**src/rtl/sd_dat_rx_pkg.sv**
```systemverilog
// sd_dat_rx_pkg: shared types, register map and CRC helper for the SD DAT receive engine
package sd_dat_rx_pkg;
    typedef enum logic [2:0] {S_IDLE, S_WAIT_START, S_DATA, S_CRC, S_END, S_DONE} state_t;
    localparam logic [1:0] ADDR_CTRL  = 2'd0;
    localparam logic [1:0] ADDR_DATA  = 2'd1;
    localparam logic [1:0] ADDR_LEVEL = 2'd2;
    localparam logic [1:0] ADDR_CRC   = 2'd3;
    localparam logic [15:0] CRC_POLY = 16'h1021;
    localparam int CTRL_ARM    = 0;
    localparam int CTRL_IRQ_EN = 1;
    localparam int CTRL_CLR    = 2;
    localparam int STAT_BUSY     = 0;
    localparam int STAT_IRQ_EN   = 1;
    localparam int STAT_DONE     = 2;
    localparam int STAT_CRC_ERR  = 3;
    localparam int STAT_TIMEOUT  = 4;
    localparam int STAT_OVERFLOW = 5;
    // one serial CRC16 step, data bit xored into the feedback path
    function automatic logic [15:0] crc16_step(input logic [15:0] crc, input logic d);
        return {crc[14:0], 1'b0} ^ ((crc[15] ^ d) ? CRC_POLY : 16'h0);
    endfunction
endpackage

```
**src/rtl/sd_crc16.sv**
```systemverilog
// sd_crc16: serial CRC16 (x^16+x^12+x^5+1) for one DAT line
module sd_crc16 import sd_dat_rx_pkg::*; (
    input  logic        clk,
    input  logic        reset_n,
    input  logic        clr,
    input  logic        en,
    input  logic        din,
    output logic [15:0] crc
);
    // shift one bit per enabled tick, clear restarts from zero
    always_ff @(posedge clk or negedge reset_n)
        if (!reset_n)
            crc <= '0;
        else if (clr)
            crc <= '0;
        else if (en)
            crc <= crc16_step(crc, din);
endmodule

```
**src/rtl/de2_115_web_qsys_sd_dat_rx.sv**
```systemverilog
// de2_115_web_qsys_sd_dat_rx: SD 4-bit DAT receive engine with byte FIFO and Avalon-MM slave
module de2_115_web_qsys_sd_dat_rx import sd_dat_rx_pkg::*; #(
    parameter int BLOCK_BYTES = 512,
    parameter int FIFO_DEPTH  = 16,
    parameter int TIMEOUT     = 65535
) (
    input  logic        clk,
    input  logic        reset_n,
    input  logic        sd_clk_rise,
    input  logic [3:0]  dat_in,
    input  logic [1:0]  address,
    input  logic        chipselect,
    input  logic        read_n,
    input  logic        write_n,
    input  logic [31:0] writedata,
    output logic [31:0] readdata,
    output logic        busy,
    output logic        irq
);
    localparam int AW = $clog2(FIFO_DEPTH);
    localparam int NW = $clog2(2 * BLOCK_BYTES);
    localparam int TW = $clog2(TIMEOUT + 1);

    state_t            state;
    logic [7:0]        mem [FIFO_DEPTH];
    logic [AW-1:0]     wr_ptr, rd_ptr;
    logic [AW:0]       count;
    logic [NW-1:0]     nib_cnt;
    logic [TW-1:0]     to_cnt;
    logic [3:0]        bit_cnt, hi_nib;
    logic [3:0][15:0]  rx_crc, calc_crc;
    logic [5:0]        stat;
    logic done, crc_err, timeout, overflow, irq_en;
    logic wr, rd, arm, clr, data_tick, push, pop, push_ok;
    logic unused_ok;

    assign wr        = chipselect & ~write_n;
    assign rd        = chipselect & ~read_n;
    assign arm       = wr && address == ADDR_CTRL && writedata[CTRL_ARM] && !busy;
    assign clr       = wr && address == ADDR_CTRL && writedata[CTRL_CLR];
    assign data_tick = sd_clk_rise && state == S_DATA;
    assign push      = data_tick && nib_cnt[0];
    assign pop       = rd && address == ADDR_DATA && count != '0;
    assign push_ok   = push && (count != (AW+1)'(FIFO_DEPTH) || pop);
    assign irq       = done & irq_en;
    assign unused_ok = &{1'b0, writedata[31:3]};

    for (genvar i = 0; i < 4; i++) begin : g_crc
        sd_crc16 u_crc (
            .clk     (clk),
            .reset_n (reset_n),
            .clr     (arm),
            .en      (data_tick),
            .din     (dat_in[i]),
            .crc     (calc_crc[i])
        );
    end

    // status word as seen by the CPU
    always_comb begin
        stat                = '0;
        stat[STAT_BUSY]     = busy;
        stat[STAT_IRQ_EN]   = irq_en;
        stat[STAT_DONE]     = done;
        stat[STAT_CRC_ERR]  = crc_err;
        stat[STAT_TIMEOUT]  = timeout;
        stat[STAT_OVERFLOW] = overflow;
    end

    // receive FSM: start detect, nibble assembly, CRC capture, end-bit check
    always_ff @(posedge clk or negedge reset_n) begin
        if (!reset_n) begin
            state    <= S_IDLE;
            busy     <= 1'b0;
            done     <= 1'b0;
            crc_err  <= 1'b0;
            timeout  <= 1'b0;
            overflow <= 1'b0;
            irq_en   <= 1'b0;
            to_cnt   <= '0;
            nib_cnt  <= '0;
            bit_cnt  <= '0;
            hi_nib   <= '0;
            rx_crc   <= '0;
        end else begin
            if (wr && address == ADDR_CTRL)
                irq_en <= writedata[CTRL_IRQ_EN];
            if (clr)
                {done, crc_err, timeout, overflow} <= '0;
            if (push && !push_ok)
                overflow <= 1'b1;
            if (arm) begin
                state   <= S_WAIT_START;
                busy    <= 1'b1;
                {done, crc_err, timeout, overflow} <= '0;
                to_cnt  <= '0;
                nib_cnt <= '0;
                bit_cnt <= '0;
                rx_crc  <= '0;
            end else if (sd_clk_rise) begin
                case (state)
                    S_WAIT_START:
                        if (dat_in == 4'h0)
                            state <= S_DATA;
                        else if (to_cnt == TW'(TIMEOUT - 1)) begin
                            state   <= S_DONE;
                            busy    <= 1'b0;
                            done    <= 1'b1;
                            timeout <= 1'b1;
                        end else
                            to_cnt <= to_cnt + 1'b1;
                    S_DATA: begin
                        if (!nib_cnt[0])
                            hi_nib <= dat_in;
                        nib_cnt <= nib_cnt + 1'b1;
                        if (nib_cnt == NW'(2 * BLOCK_BYTES - 1))
                            state <= S_CRC;
                    end
                    S_CRC: begin
                        for (int l = 0; l < 4; l++)
                            rx_crc[l] <= {rx_crc[l][14:0], dat_in[l]};
                        bit_cnt <= bit_cnt + 1'b1;
                        if (bit_cnt == 4'd15)
                            state <= S_END;
                    end
                    S_END: begin
                        state   <= S_DONE;
                        busy    <= 1'b0;
                        done    <= 1'b1;
                        crc_err <= dat_in != 4'hF || rx_crc != calc_crc;
                    end
                    default: ;
                endcase
            end
        end
    end

    // FIFO storage, written only when a completed byte has room
    always_ff @(posedge clk)
        if (push_ok)
            mem[wr_ptr] <= {hi_nib, dat_in};

    // FIFO pointers and occupancy
    always_ff @(posedge clk or negedge reset_n) begin
        if (!reset_n) begin
            wr_ptr <= '0;
            rd_ptr <= '0;
            count  <= '0;
        end else begin
            wr_ptr <= wr_ptr + AW'(push_ok);
            rd_ptr <= rd_ptr + AW'(pop);
            count  <= count + (AW+1)'(push_ok) - (AW+1)'(pop);
        end
    end

    // registered read port, captures state of the request cycle
    always_ff @(posedge clk or negedge reset_n) begin
        if (!reset_n)
            readdata <= '0;
        else if (rd) begin
            case (address)
                ADDR_CTRL:  readdata <= {26'b0, stat};
                ADDR_DATA:  readdata <= pop ? {23'b0, 1'b1, mem[rd_ptr]} : 32'b0;
                ADDR_LEVEL: readdata <= 32'(count);
                default:    readdata <= {16'b0, rx_crc[0]};
            endcase
        end
    end
endmodule

```
**config.mk**
```make
export PLATFORM = sky130hd
export DESIGN_NAME = de2_115_web_qsys_sd_dat_rx
export DESIGN_NICKNAME = d
export VERILOG_FILES = /design/src/rtl/sd_dat_rx_pkg.sv /design/src/rtl/sd_crc16.sv /design/src/rtl/de2_115_web_qsys_sd_dat_rx.sv
export SDC_FILE = /design/constraint.sdc
export NUM_CORES = 1
export LEC_CHECK = 0
export ABC_CLOCK_PERIOD_IN_PS = 3700
export BUFFER_PORTS_ARGS = -buffer_cell sky130_fd_sc_hd__buf_2
export CORE_MARGIN = 2
export CORE_UTILIZATION = 61
export DETAILED_ROUTE_END_ITERATION = 6
export PLACE_DENSITY_LB_ADDON = 0.1
export SLEW_MARGIN = 30
export SYNTH_ARGS = -nofsm -noshare
export SYNTH_HDL_FRONTEND = slang
export SYNTH_SLANG_ARGS = --single-unit
export TNS_END_PERCENT = 100
```
**constraint.sdc**
```tcl
create_clock -name clk -period 3.7 [get_ports clk]
set_input_delay 0.555 -clock clk [delete_from_list [all_inputs] [get_ports clk]]
set_output_delay 0.555 -clock clk [all_outputs]
set_load 0.02 [all_outputs]
```
# Yosys cells after proc, flatten, opt, wreduce, memory -nomap -nowiden
# Memory sizes are Yosys's and may differ from the RTL's.
# Index checks and enable logic that the tools add are counted.
# totals
reg_bits	216
mem_bits_rw	128
inputBits	44
out_inout_bits	34
wordCells	157
n_memories	1
# memory_table
name	depth	width	read_ports	rd_clocked_by_memory_dff	write_ports	line_no	text
mem	16	8	1	0	1	de2_115_web_qsys_sd_dat_rx.sv:25	logic [7:0] mem [FIFO_DEPTH];
# op_classes
n_addsub	7
eq_ne	19
muxes	61
n_bitwise	15
reduce_logical	31
# ops
op	n
$mux W16	13
$mux W64	3
$ne A64 B64 Y1	1
$xor A16 B16 Y16	4
$mux W13	4
$pmux W16 S3	1
$mux W10	3
$mux W1	24
$mux W3	6
$add A16 B1 Y16 const B	1
$eq A16 B16 Y1 const B	1
$mux W4	3
$pmux W3 S4	1
$reduce_and A4 Y1	3
$add A10 B1 Y10 const B	1
$eq A10 B10 Y1 const B	1
$logic_and A1 B1 Y1	10
$reduce_bool A2 Y1	5
$reduce_bool A5 Y1	2
$mux W9	1
$ne A3 B3 Y1 const B	3
$add A4 B1 Y4	2
$ne A4 B4 Y1 const B	2
$eq A3 B2 Y1 const B	2
other kinds (22)	36

# Depth between registers and ports, before layout
# Gate-level depths: netlist of run 1.
# depth
depth_word	10
ltp_mapped	15
mapped_depth_nobuf	15

# Cells and area by module
# Synthesis of run 1 repeated with hierarchy kept, for this count alone.
# unflattened
hier_cells	1199
area_unflattened_um2	14715.4
# modules_own_cells
mod	n_inst	cells_per_inst	area_each_um2	seq_area_each_um2
de2_115_web_qsys_sd_dat_rx	1	967	11962.7	7247.0
sd_crc16	4	58	688.2	400.4

# Worst setup path after synthesis of run 1
# No wires, ideal clock.
# synth_timing
kind	register -> register
start	register count[3]
end	register count[4]
setup_time_ns	0.125
t_arrival_ns	2.690
t_required_ns	3.575
path_slack_ns	0.885
path_stages_with_launch	16
n_path_buf	0
synth_period_minus_slack_ns	2.815
cell_sequence	dfrtp_1 -> inv_1 -> ha_1 -> or4b_2 -> nand2_1 -> inv_1 -> ha_1 -> inv_1 -> ha_1 -> inv_1 -> fa_1 -> inv_1 -> a21oi_1 -> nor2_1 -> nor2_1 -> xnor2_1
# synth_between
elab_chain_cells	6
elab_cells_between_ends	7
classes_between	add/sub (2); eq/ne (1); reduce/logical (4)
# synth_rtl
element	line_no	text
from (decl)	de2_115_web_qsys_sd_dat_rx.sv:27	logic [AW:0] count;
from (signal assigned)	de2_115_web_qsys_sd_dat_rx.sv:152	count <= count + (AW+1)'(push_ok) - (AW+1)'(pop);
$reduce_bool A5 Y1	de2_115_web_qsys_sd_dat_rx.sv:43	assign pop = rd && address == ADDR_DATA && count != '0;
$logic_and A1 B1 Y1	de2_115_web_qsys_sd_dat_rx.sv:43	
$logic_or A1 B1 Y1	de2_115_web_qsys_sd_dat_rx.sv:44	assign push_ok = push && (count != (AW+1)'(FIFO_DEPTH) || pop);
$logic_and A1 B1 Y1	de2_115_web_qsys_sd_dat_rx.sv:44	
$add A5 B1 Y5	de2_115_web_qsys_sd_dat_rx.sv:152	
$sub A5 B1 Y5 (*)	de2_115_web_qsys_sd_dat_rx.sv:152	
# Every way passes the cells marked *; elsewhere a longest branch is shown, timed or not.
# A chain may end at the register's enable or synchronous reset.

# Worst setup path after layout of run 1
# layout_timing
start	register count[2]
end	register count[4]
# The elaborated chain is that of the path after synthesis.

==> results by group, run 1 <==
Synthesis
  – Async SR Flop Fraction: 0.610
  – Syn Inst Count: 1244
  – Mean Syn Cell Area: 11.6 um2
  – Flop and latch count out of synthesis: 328
  – Yosys warnings: 0
  – Synth cell types: 52
  – Mapped cell area: between 0.01 and 0.015 mm2
  – Ys flop type: dfrtp_1
  – Register area share after synthesis: 0.614
  – Number of synthesized flops with an enable pin: approximately 130

STA
  – Least-Margin Pin Slew: 0.940 ns
  – Period utilisation layout: 0.841
  – Clk_skew: around 0.011 ns
  – Pins Over Slew Limit: 0
  – Peak Freq: between 0.3 and 0.4 GHz
  – Max_slew headroom: 0.368
  – Tmin final: 3.11 ns
  – Number of setup violations in the final report: 0
  – Setup_tns: 0 ns
  – RSZ-0062 raised after global routing: no
  – Final hold violations: 0

Clock network
  – CTS root buffer: clkbuf_16
  – CTS H-Tree Depth: 2
  – CTS tree: built
  – Clk buf depth: 3
  – Post-cts resize count: 0
  – Num CTS Buffers: 34
  – Hold-fix buffers, CTS: 0
  – Worst-path clk slew: approximately 0.060 ns
  – Clk sinks: 328
  – Setup bufs post-CTS: 0
  – Worst-Skew Late Latency: 0.50 ns

Floorplanning
  – Core Area: roughly 0.023 mm2
  – Die ar.: around 0.025 mm2
  – Die X: between 150 and 200 um
  – Die Y: around 160 um
  – Num ports: 78
  – Row cnt: 56
  – Initial core utilization: 0.618

Run
  – Max Cap Viol: 0

Pwr
  – Internal: just over 7 mW
  – P per Cell Area: roughly 600 mW/mm2
  – Worst vdd ir: approximately 370 uV
  – Flop pwr share: 0.461
  – Comb pwr share: 0.187
  – Switching share of power: 0.282
  – Clock power frac: 0.352
  – Final total power: 9.87 mW
  – NetSw: 2.78 mW
  – Leakage power: 6.81 nW

Global routing
  – Overall routing resource usage: 0.269
  – Antenna violations before repair: 1
  – First-pass GRT wire length: 50800 um
  – Grt ovf: 0
  – Met1 Usage GRT: 0.391
  – Met2 usage: 0.426
  – Vias in the first global route: roughly 9.3k
  – Met3 usage: 0.0433
  – Grt peak-use layer: met2
  – Largest net degree at the start of global routing: 100

Placement
  – HPWL after DPL: roughly 20000 um
  – Port bufs: 32
  – Routability cong.: between 0.8 and 0.9

Cells and area
  – Ant diodes: 0
  – Fillers: around 1.7k
  – Area Growth Syn to Fin: 11.8%
  – Final #Nets: ~1.3k
  – Proportion of layout cells with a drive suffix above 1: 0.128

Status
  – Outcome: finished clean

Worst setup path
  – Crit Reg-Reg Endpoint: count[4]$_DFF_PN0_
  – FF-to-FF path depth: 15
  – Critical Path Fanout Max: 7
  – Worst Setup End Kind: flip-flop
  – WP data arrival: ~3.5 ns
  – R2r startpoint: count[2]$_DFF_PN0_
  – Worst Setup Start Kind: flip-flop
  – Worst Path Required: 4.09 ns
  – Crit path kind: reg2reg
  – Reg2Reg Setup Slack: ~0.59 ns

Detailed routing
  – Final WL: between 30000 and 40000 um
  – DR pass1 iterations: 5
  – Antenna Nets Post-Route: 0
  – Wirelength per Cell: slightly below 20 um
  – DRC: 0
  – Via count: 9434
  – Initial drt markers: between 700 and 800
  – Vias/cell: roughly 5.8

Worst hold path
  – HP Class: in2async
==> power by group through the flow <==
stage	sequential [mW]	clock [mW]	combinational, mW
6_report	4.56	3.47	1.84
5_1_grt	4.62	3.67	2.02
4_1_cts	4.55	3.54	1.85
3_5_place_dp	4.62	0	1.82
3_3_place_gp	4.61	0	1.79
2_1_floorplan	4.42	0	1.41
==> registers in the layout (all words and copies together) (netlist names), 4 cells and up <==
signal,count
mem,128
wr_ptr,4
to_cnt,16
count,5
readdata,16
rd_ptr,4
rx_crc,64
g_crc.u_crc.crc,64
hi_nib,4
bit_cnt,4
nib_cnt,10
==> worst max-delay path by stage <==
stage / cells after the start / slack, ns / to / from
after floorplan: 15 / 0.88 / count[4]$_DFF_PN0_ / count[3]$_DFF_PN0_
after global placement: 14 / 0.56 / count[4]$_DFF_PN0_ / address[1]
after detailed placement: 14 / 0.52 / count[4]$_DFF_PN0_ / address[1]
after CTS: 15 / 0.59 / count[4]$_DFF_PN0_ / count[2]$_DFF_PN0_
after global routing: 15 / 0.38 / count[4]$_DFF_PN0_ / count[3]$_DFF_PN0_
final: 15 / 0.59 / count[4]$_DFF_PN0_ / count[2]$_DFF_PN0_
==> kinds of logic after synthesis <==
logic type                 count (synthesis)  share of synthesized area
other                                      1                   0.000260
adders and majority gates                 15                     0.0135
and+or+nand+nor                          448                      0.136
xor gates and xnor gates                 106                     0.0644
DFF                                      328                      0.614
buffers and inverters                     98                     0.0312
muxes                                     49                     0.0625
AOI/OAI and AO/OA                        199                     0.0780
==> metrics by stage <==
stage	setup slack (ns)	hold WS, ns	cells	instance area [um2]	util
after floorplan	0.885	0.259	1259	14500	-
after global placement	0.556	0.487	1561	15000	0.641
after detailed placement	0.524	0.491	1561	15000	0.641
after CTS	0.591	0.176	1620	16100	0.690
after global routing	0.381	0.216	1620	16100	0.690
final	0.587	0.155	1620	16100	0.690
==> cells in the mapped netlist, drive strengths merged (7+ instances only) <==
master / count / area, um2
mux2: 8 / 90.1
a211oi: 8 / 60.1
nor3: 10 / 50.1
nand2: 278 / 1050
nor2: 65 / 244
inv: 13 / 48.8
a22o: 7 / 61.3
o22ai: 12 / 75.1
clkbuf: 54 / 203
nor4: 20 / 131
dfrtp: 200 / 5000
a21oi: 146 / 731
xor2: 74 / 648
buf: 31 / 198
mux4: 32 / 721
nand4: 15 / 93.8
nand3: 19 / 95.1
edfxtp: 128 / 3840
xnor2: 32 / 280
mux2i: 9 / 90.1
ha: 14 / 175
nor2b: 9 / 56.3
==> cell usage in the layout (no fill, tap or decap), types with 5 or more instances in the layout <==
master,count
o22ai_1,12
mux4_2,32
nand3_1,18
nand4_1,15
mux2i_1,9
clkbuf_16,38
nor2_1,65
a22o_1,7
or3_1,6
inv_1,13
nand2_1,277
a21oi_1,146
nor3_1,10
dfrtp_1,199
a22oi_1,5
o21ai_0,6
xnor2_1,32
a211oi_1,8
conb_1,16
nor4_1,19
mux2_2,8
buf_4,34
buf_2,31
nor2b_1,9
xor2_1,74
clkbuf_8,5
clkbuf_1,6
ha_1,14
edfxtp_1,128
==> worst max-delay path, cell delays in order (launching register included) <==
cell	delay (ns)
dfrtp_1	0.40
inv_1	0.09
ha_1	0.16
or4b_2	0.61
nand2_1	0.24
inv_1	0.13
ha_1	0.30
inv_1	0.05
ha_1	0.15
inv_1	0.06
fa_1	0.41
inv_1	0.07
a21oi_1	0.05
nor2_1	0.10
nor2_1	0.06
xnor2_1	0.12
==> metal layers <==
metal | vias up | share of wire
li1 | 4400 | -
met3 | 50 | 0.065
met4 | 0 | 0.021
met1 | 4696 | 0.44
met5 | - | 0
met2 | 288 | 0.47
==> area by class of cell <==
class                   instances  area, um2  share of cell area
clock buffers                  48       1030              0.0638
inverters                      13       48.8             0.00303
flip-flops and latches        328       8850               0.549
multi-input cells             833       5190               0.322
repair buffers                 68        464              0.0288
well taps                     319        399              0.0248
clock inverters                11        125             0.00777
No activity file was read; power rests on OpenSTA's default activity.
==> run 2: changes to the inputs <==
- ABC_CLOCK_PERIOD_IN_PS: 3700 -> 3000
- clock period: 3.7 -> 3 ns (I/O delays scaled with it)
==> run 2 against run 1 <==
Effect of this change: fmax increased by 12%; power increased by 24%; clock power increased by 22%; design area increased by 0.95%; cell count increased by 1.0%; largest cell class unchanged; via count increased by 0.72%; critical path type unchanged; critical path depth unchanged; clock skew about the same; combinational power increased by 29%; global-route usage decreased by 0.14 points; die area unchanged; largest power group unchanged.
==> results by group, run 2 (same netlist as run 1, synthesis figures left out) <==
STA
  – Hold Slack: 0.0432 ns (-0.112 ns)
  – Setup_tns: 0 ns (unchanged)
  – Max_slew headroom: 0.364 (-0.00453)
  – Peak Freq: 0.360 GHz (+12%)
  – RSZ-0062 raised after global routing: no
  – Final hold violations: 0 (unchanged)
  – Pins Over Slew Limit: 0 (unchanged)
  – Tmin final: 2.78 ns (-0.337 ns)
  – Period utilisation layout: 0.925 (+0.0839)
  – Number of setup violations in the final report: 0 (unchanged)
  – Clk_skew: 0.0111 ns (-0.0000381 ns)
  – Least-Margin Pin Slew: 0.954 ns (+0.0140 ns)

Placement
  – Port bufs: 32 (unchanged)
  – Routability cong.: 0.852 (-0.32%)
  – HPWL after DPL: 20500 um (+1.5%)
  – DP Area: 0.0151 mm2 (+0.97%)

Cells and area
  – Final design utilization: 0.697 (+0.00654)
  – Max reg flops: 128 (unchanged)
  – Area Growth Syn to Fin: 12.9%
  – Proportion of layout cells with a drive suffix above 1: 0.138 (+0.00973)
  – Ant diodes: 0 (unchanged)
  – Commonest non-fill, non-tap cell in the layout: nand2_1
  – Most frequent cells in the layout: nand2_1 (276), dfrtp_1 (199), a21oi_1 (146)
  – Fillers: 1670 (-3.2%)
  – Finished Cell Area: 0.0163 mm2 (+0.95%)
  – Final #Nets: 1351 (+1.0%)
  – Largest regs: mem x128, g_crc.u_crc.crc x64, rx_crc x64
  – Largest reg by FF count: mem

Clock network
  – Clk buf depth: 3 (unchanged)
  – Num CTS Buffers: 35 (+2.9%)
  – Clk sinks: 328 (unchanged)
  – CTS root buffer: clkbuf_16
  – CTS H-Tree Depth: 2 (unchanged)
  – Worst-path clk slew: 0.06 ns (about the same)
  – CTS tree: built
  – Worst-Skew Late Latency: 0.51 ns (about the same)

Global routing
  – Largest net degree at the start of global routing: 100 (unchanged)
  – Antenna violations before repair: 0 (-1)
  – Overall routing resource usage: 0.267 (-0.00144)
  – First-pass GRT wire length: 51000 um (+0.33%)
  – Vias in the first global route: 9355 (+0.69%)
  – Grt ovf: 0 (unchanged)

Detailed routing
  – Antenna Nets Post-Route: 0 (unchanged)
  – DRT met1 WL: 14200 um (+0.42%)
  – Top Metal Used: met4
  – Via count: 9502 (+0.72%)
  – Routed wl met3: 2230 um (+6.7%)
  – Initial drt markers: 957 (+30%)
  – Wirelength per Cell: 19.5 um (-1.1%)
  – DRC: 0 (unchanged)
  – Vias/cell: 5.80 (-0.33%)
  – DR WL met2: 14800 um (-1.7%)
  – DR pass1 iterations: 5 (unchanged)
  – Final WL: 32000 um (about the same)

Floorplanning
  – Die X: 158 um (unchanged)
  – Die ar.: 0.0249 mm2 (unchanged)
  – Die Y: 158 um (unchanged)
  – Num ports: 78 (unchanged)
  – Core Area: 0.0233 mm2 (unchanged)
  – Initial core utilization: 0.618 (unchanged)
  – Row cnt: 56 (unchanged)

Worst hold path
  – HP Class: in2async

Worst setup path
  – Worst Setup End Kind: flip-flop
  – Crit path kind: reg2reg
  – WP data arrival: 3.16 ns (-0.34 ns)
  – Critical Path Fanout Max: 3 (-4)
  – Worst Path Required: 3.39 ns (-0.70 ns)
  – FF-to-FF path depth: 15 (unchanged)
  – Worst Setup Start Kind: flip-flop

Pwr
  – Leakage power: 6.87 nW (+1.0%)
  – P per Cell Area: 751 mW/mm2 (+23%)
  – Worst vdd ir: 562 uV (+54%)

Status
  – Outcome: finished clean

Run
  – Max Cap Viol: 0 (unchanged)
run 2: cell count changes in the layout (fill, tap and decap cells not counted), sizes merged:
cell / previous run / this run
clkinvlp: 0 / 1
buf: 67 / 80
clkbuf: 49 / 52
run 2: routing by layer:
layer	up-vias	track usage
li1	4413	-
met5	-	0
met4	0	0.0736
met1	4757	0.397
met3	52	0.0493
met2	280	0.409
run 2: what timing repair did:
item                       in CTS  in global routing
hold buffers                    0                  0
buffers inserted                0                  2
resized for setup               0                  3
hold endpoints to repair        0                  0
setup endpoints to repair       0                  1
run 2: critical path: stages, from the launching register on:
cell and delay, ns:
dfrtp_1 0.41, inv_1 0.09, ha_1 0.16, or4b_4 0.47
nand2_2 0.09, inv_1 0.08, ha_1 0.30, inv_1 0.06
ha_1 0.17, inv_1 0.07, fa_2 0.35, inv_1 0.08
a21oi_1 0.06, nor2_1 0.09, nor2_1 0.06, xnor2_1 0.12
run 2: final timing paths:
path | start | to | slack [ns]
min in group clk | writedata[1] | irq_en$_DFFE_PN0N_ | 0.18
max in group asynchronous | reset_n | g_crc[1].u_crc.crc[11]$_DFFE_PN0P_ | 2.16
worst min register to register | readdata[13]$_DFFE_PN0N_ | readdata[13]$_DFFE_PN0N_ | 0.50
worst min-delay path | reset_n | rd_ptr[2]$_DFF_PN0_ | 0.04
worst max-delay path | count[2]$_DFF_PN0_ | count[4]$_DFF_PN0_ | 0.22
worst max register to register | count[2]$_DFF_PN0_ | count[4]$_DFF_PN0_ | 0.22
run 2: stage by stage:
| step | power (mW) | instances | setup slack [ns] |
|---|---|---|---|
| final | 12.2 | 1637 | 0.224 |
| after global placement | 7.93 | 1572 | 0.142 |
| after global routing | 12.8 | 1637 | 0.104 |
| after floorplan | 7.20 | 1259 | 0.185 |
| after CTS | 12.3 | 1635 | 0.0249 |
| after detailed placement | 8.01 | 1572 | 0.0698 |
run 2: where the power goes:
group | switching (mW) | internal [mW]
clock network | 1.68 | 2.57
logic | 1.26 | 1.11
registers | 0.529 | 5.06
total | 3.47 | 8.75
run 2: final cells by class:
type | count | area, um2 | share of cell area
repair buffers | 81 | 624 | 0.0384
flip-flops and latches | 328 | 8850 | 0.544
multi-input cells | 833 | 5200 | 0.320
inverters | 13 | 48.8 | 0.00300
clock buffers | 51 | 998 | 0.0614
clock inverters | 12 | 139 | 0.00854
well taps | 319 | 399 | 0.0245
